File: src/rtl/fmul_pkg.sv
// fmul_pkg: shared constants, FSM state type and unpacked-operand struct for the multiplier front end.
package fmul_pkg;
  localparam int EXP_W  = 8;
  localparam int FRAC_W = 23;
  localparam int MANT_W = 24;
  localparam int PROD_W = 48;
  localparam logic [EXP_W-1:0] EXP_MAX = 8'd255;
  typedef enum logic [1:0] {IDLE, MUL, DONE} state_t;
  typedef struct packed {
    logic              sign;
    logic [EXP_W-1:0]  exp;
    logic [MANT_W-1:0] mant;
    logic              is_zero;
    logic              is_inf;
    logic              is_nan;
  } op_t;
endpackage

File: src/rtl/fmul_unpack.sv
// fmul_unpack: combinational binary32 classifier; FMUL_DENORM_EN keeps denormals instead of flushing them.
module fmul_unpack import fmul_pkg::*; (
  input  logic [31:0] x,
  output op_t         u
);
  logic [EXP_W-1:0]  e;
  logic [FRAC_W-1:0] f;
  assign e = x[30:23];
  assign f = x[22:0];
  always_comb begin
    u.sign   = x[31];
    u.mant   = {e != '0, f};
    u.is_inf = e == EXP_MAX && f == '0;
    u.is_nan = e == EXP_MAX && f != '0;
`ifdef FMUL_DENORM_EN
    u.exp     = e == '0 ? EXP_W'(1) : e;
    u.is_zero = e == '0 && f == '0;
`else
    u.exp     = e;
    u.is_zero = e == '0;
`endif
  end
endmodule

File: src/rtl/fmul_unpack_mul.sv
// fmul_unpack_mul: unpacks two binary32 operands and runs an iterative shift-add mantissa multiply.
// Optional macro FMUL_DENORM_EN (in fmul_unpack) multiplies denormal operands instead of flushing them.
module fmul_unpack_mul import fmul_pkg::*; #(
  parameter int STEP = 1
) (
  input  logic              clk,
  input  logic              rst_n,
  input  logic              in_valid,
  output logic              in_ready,
  input  logic [31:0]       a,
  input  logic [31:0]       b,
  output logic              out_valid,
  input  logic              out_ready,
  output logic              sign,
  output logic [PROD_W-1:0] reg_c,
  output logic [8:0]        expc2,
  output logic              is_zero,
  output logic              is_inf,
  output logic              is_nan
);
  localparam int N  = 24 / STEP;
  localparam int SW = MANT_W + STEP + 1;
  state_t state, state_n;
  op_t ua, ub;
  logic [4:0]        cnt;
  logic [PROD_W-1:0] p;
  logic [MANT_W-1:0] ma;
  logic [SW-1:0]     sum;
  logic [8:0]        e_r;
  logic              s_r, z_r, i_r, n_r;
  logic              accept, nan_c, inf_c, zero_c, special;
  fmul_unpack u_a (.x(a), .u(ua));
  fmul_unpack u_b (.x(b), .u(ub));
  assign accept  = in_valid && in_ready && state == IDLE;
  assign nan_c   = ua.is_nan || ub.is_nan || (ua.is_inf && ub.is_zero) || (ub.is_inf && ua.is_zero);
  assign inf_c   = !nan_c && (ua.is_inf || ub.is_inf);
  assign zero_c  = !nan_c && !inf_c && (ua.is_zero || ub.is_zero);
  assign special = nan_c || inf_c || zero_c;
  // P = {accumulator, remaining multiplier bits}; the accumulator never exceeds 24+STEP bits
  assign sum = SW'(p[PROD_W-1:MANT_W]) + SW'(ma) * SW'(p[STEP-1:0]);
  always_comb begin
    state_n = state;
    state_n = state == IDLE ? (accept ? (special ? DONE : MUL) : IDLE) :
              state == MUL  ? (cnt == 5'(N - 1) ? DONE : MUL) :
              (out_valid && out_ready) ? IDLE : DONE;
  end
  always_ff @(posedge clk or negedge rst_n) begin
    if (!rst_n) begin
      state     <= IDLE;
      in_ready  <= 1'b0;
      cnt       <= '0;
      p         <= '0;
      ma        <= '0;
      e_r       <= '0;
      s_r       <= 1'b0;
      z_r       <= 1'b0;
      i_r       <= 1'b0;
      n_r       <= 1'b0;
      out_valid <= 1'b0;
      sign      <= 1'b0;
      reg_c     <= '0;
      expc2     <= '0;
      is_zero   <= 1'b0;
      is_inf    <= 1'b0;
      is_nan    <= 1'b0;
    end else begin
      state    <= state_n;
      in_ready <= state_n == IDLE;
      if (accept) begin
        ma  <= ua.mant;
        p   <= special ? '0 : {{MANT_W{1'b0}}, ub.mant};
        cnt <= '0;
        s_r <= ua.sign ^ ub.sign;
        e_r <= {1'b0, ua.exp} + {1'b0, ub.exp};
        z_r <= zero_c;
        i_r <= inf_c;
        n_r <= nan_c;
      end else if (state == MUL) begin
        p   <= PROD_W'({sum, p[MANT_W-1:STEP]});
        cnt <= cnt + 5'd1;
      end
      // outputs load once on entering DONE and stay frozen until the handshake
      if (state == DONE && !out_valid) begin
        out_valid <= 1'b1;
        reg_c     <= p;
        sign      <= s_r;
        expc2     <= e_r;
        is_zero   <= z_r;
        is_inf    <= i_r;
        is_nan    <= n_r;
      end else if (out_valid && out_ready) begin
        out_valid <= 1'b0;
      end
    end
  end
endmodule

File: config.mk
export PLATFORM = sky130hd
export DESIGN_NAME = fmul_unpack_mul
export DESIGN_NICKNAME = d
export VERILOG_FILES = /design/src/rtl/fmul_pkg.sv /design/src/rtl/fmul_unpack.sv /design/src/rtl/fmul_unpack_mul.sv
export SDC_FILE = /design/constraint.sdc
export NUM_CORES = 1
export LEC_CHECK = 0
export BUFFER_PORTS_ARGS = -buffer_cell sky130_fd_sc_hd__buf_2
export CAP_MARGIN = 0
export CORE_AREA = 2 2 117 119
export DETAILED_ROUTE_END_ITERATION = 10
export DIE_AREA = 0 0 119 121
export GPL_ROUTABILITY_DRIVEN = 0
export GPL_TIMING_DRIVEN = 1
export HOLD_SLACK_MARGIN = 0.05
export PLACE_DENSITY = 0.84
export SYNTH_ARGS = -nofsm -noshare
export SYNTH_HDL_FRONTEND = slang
export SYNTH_SLANG_ARGS = --single-unit
File: constraint.sdc
create_clock -name clk -period 4.3 [get_ports clk]
set_input_delay 0 -clock clk [delete_from_list [all_inputs] [get_ports clk]]
set_output_delay 0 -clock clk [all_outputs]
set_load 0.005 [all_outputs]
==> results.txt <==
CTS tree: built
Post-Syn Area: 7770 um2
N_diodes: 0
Utilization after layout: 0.751
Final wirelength: 19600 um
Fin crit share: 0.765
Switch Pwr: 2.44 mW
Hold Path Class: in -> reg
Sink Count: 155
Syn_nets: 855
Initial Util: 0.594
Area delta synth->final: 26.3%
Total global routing track utilization: 0.286
Core footprint: 13100 um2
Setup WS post-layout: 1.01 ns
First drt pass iteration count: 5
FILL cells: 876
Setup Skew: 0.0117 ns
Switching portion of total power: 0.355
Std-Cell Rows: 42
Synth warnings: 0
#FFs+latches synth: 155
Die Height: 121 um
CTS resizes: 0
Total die area: 14400 um2
Share of cells above drive strength 1: 0.258
Max Used Layer: met4
VDD IR max: 464 uV
Clk slew on worst S/H paths: 0.06 ns
Power density over the cells: 700 nW/um2
Worst Max-Slew Pin Slew: 1.13 ns
WP data required: 4.60 ns
Slew HR: 0.246
Clock network fraction of total power: 0.243
Die width: 119 um
EDFF count, synth: 0
Placed Area: 8580 um2
M1 WL: 8400 um
Cells after Synth: 752
Max cap viols: 0
Finish-stage setup viols: 0
Total Nets Final: 1033
Post-route ant nets: 0
Bufs on Longest Clock Path: 2
Clock period minus worst slack: 3.29 ns
Via density per instance: 5.74
Crit path kind: reg -> reg
Async set or reset register ratio after synthesis: 1.00
Routed wire per std cell: 17.5 um
DRC viols: 0
Overflow after GRT: 0
Avg Cell Area, Syn: 10.3 um2
Leakage: 4.69 nW
Boundary pin count: 131
Final hold violation count: 0
Worst-path fanout max: 26
RSZ-0062 raised after global routing: false
# port buffers: 130
Final instance area: 9820 um2
Seq pwr share: 0.379
Met3 wire length: 1170 um
Largest net degree at the start of global routing: 118
CP endpoint kind: register
Vias in the first global route: 6766
Int Power: 4.43 mW
Synth cell types: 55
Primary FF master, synth: dfrtp_1
Fmax: 304 MHz
Status: finished, final reports clean
Setup TNS: 0 ns
First-pass GRT wire length: 33000 um
DR iter-0 viols: 358
Final max-slew violation count: 0
Vias: 6423
DPL Wire Length: 12000 um
CP Launch Type: register
Met2 wire len: 9600 um
Worst endpoint data arrival time: 3.59 ns
Gate power share: 0.378
Sequential area share after synthesis: 0.499
Initial antenna violation count: 0
Skew-Pair Late Insertion Delay: 0.43 ns
Number of buffers created by CTS: 17
Root buf cell: clkbuf_16
Setup WS pre-CTS: 1.04 ns
H-tree Lvls: 4
timing repair:
action | CTS | global route
setup buffers | 0 | 0
endpoints found under the hold margin | 170 | 0
hold buffers | 58 | 0
cells in the mapped netlist, drive strengths merged (5+ instances only):
cell type / count / share of area
a21o: 13 / 0.013
a21oi: 20 / 0.013
and2: 24 / 0.019
buf: 6 / 0.0032
clkbuf: 30 / 0.014
dfrtp: 155 / 0.50
ha: 33 / 0.053
inv: 14 / 0.0068
mux2: 61 / 0.088
mux2i: 23 / 0.030
nand2: 148 / 0.072
nand3: 20 / 0.013
nand4: 11 / 0.0089
nor2: 12 / 0.0058
nor3: 10 / 0.0077
nor4: 14 / 0.011
o21a: 5 / 0.0048
o21ai: 69 / 0.044
or3: 5 / 0.0040
xnor2: 13 / 0.015
xor2: 9 / 0.010
per-layer routing:
metal / track usage / vias to the layer above
li1: - / 3013
met1: 0.360 / 3112
met3: 0.0630 / 41
met2: 0.493 / 257
met5: 0 / -
met4: 0.0960 / 0
worst paths after layout:
check                             from  slack, ns  cells after the start     end
max in group asynchronous        rst_n       2.85                      3     z_r
worst max register to register    p[0]       1.01                     11   p[45]
worst min-delay path             b[25]       0.11                      4  e_r[2]
min in group asynchronous        rst_n       0.22                      2  ma[16]
worst min register to register  ma[18]       0.47                      2  ma[18]
worst max-delay path              p[0]       1.01                     11   p[45]
cells by family (layout without fill, tap and decap cells):
family,after synthesis,in the layout,share of synthesized area
AOI/OAI and AO/OA,145,145,0.119
xor gates and xnor gates,22,22,0.0248
adders and majority gates,35,35,0.0583
buffers and inverters,50,241,0.0245
DFF,155,155,0.499
muxes,84,84,0.118
and+or+nand+nor,261,261,0.157
power by group through the flow:
| stage | combinational [mW] | sequential [mW] | clock [mW] |
|---|---|---|---|
| after detailed placement | 2.53 | 2.60 | 0 |
| after floorplan | 1.79 | 2.49 | 0 |
| after global routing | 2.92 | 2.68 | 1.76 |
| final | 2.60 | 2.60 | 1.67 |
| after global placement | 2.44 | 2.57 | 0 |
| after CTS | 2.59 | 2.59 | 1.68 |
worst max-delay path: stages (launching register included):
cell	delay, ns
dfrtp_1	0.81
and2_1	0.23
ha_1	0.16
inv_1	0.05
fa_1	0.39
nor2b_1	0.17
o211ai_1	0.12
a31oi_1	0.34
a21oi_1	0.23
o41a_1	0.46
xor2_1	0.14
o21ai_1	0.06
cells in the final DEF (no fill, tap or decap), types with 7 or more instances in the layout:
master / Yosys / layout
nand4_1: 11 / 11
nor3_1: 8 / 7
buf_2: 2 / 129
clkbuf_16: 0 / 17
dfrtp_1: 155 / 155
a21o_1: 13 / 13
xnor2_1: 13 / 13
inv_1: 14 / 14
o21ai_0: 47 / 47
nand3_1: 20 / 20
nand2_1: 147 / 147
mux2i_1: 23 / 23
mux2_2: 61 / 61
nor2_1: 12 / 12
o21ai_1: 22 / 22
xor2_1: 9 / 9
a21oi_1: 19 / 19
and2_1: 24 / 24
dlygate4sd3_1: 0 / 58
buf_4: 0 / 7
nor4_1: 14 / 14
ha_1: 33 / 33
cell type report:
| class | instances | area (um2) | share of cell area |
|---|---|---|---|
| flip-flops and latches | 155 | 3880 | 0.395 |
| multi-input cells | 547 | 3720 | 0.379 |
| repair buffers | 195 | 1290 | 0.131 |
| clock buffers | 22 | 474 | 0.0483 |
| well taps | 176 | 220 | 0.0224 |
| clock inverters | 10 | 186 | 0.0190 |
| inverters | 14 | 52.6 | 0.00535 |
registers in the layout (all words and copies together), names as in the netlist, 2 cells and up:
| signal | cells |
|---|---|
| expc2 | 9 |
| ma | 24 |
| reg_c | 48 |
| cnt | 5 |
| p | 48 |
| state | 2 |
| e_r | 9 |
metrics by stage:
| step | instances | power, mW | hold WS (ns) |
|---|---|---|---|
| 2_1_floorplan | 752 | 4.28 | -0.296 |
| 3_3_place_gp | 1029 | 5.01 | 0.215 |
| 3_5_place_dp | 1029 | 5.13 | 0.221 |
| 4_1_cts | 1119 | 6.86 | 0.0555 |
| 5_1_grt | 1119 | 7.36 | 0.161 |
| 6_report | 1119 | 6.88 | 0.108 |
(Power assumes the default switching activity.)
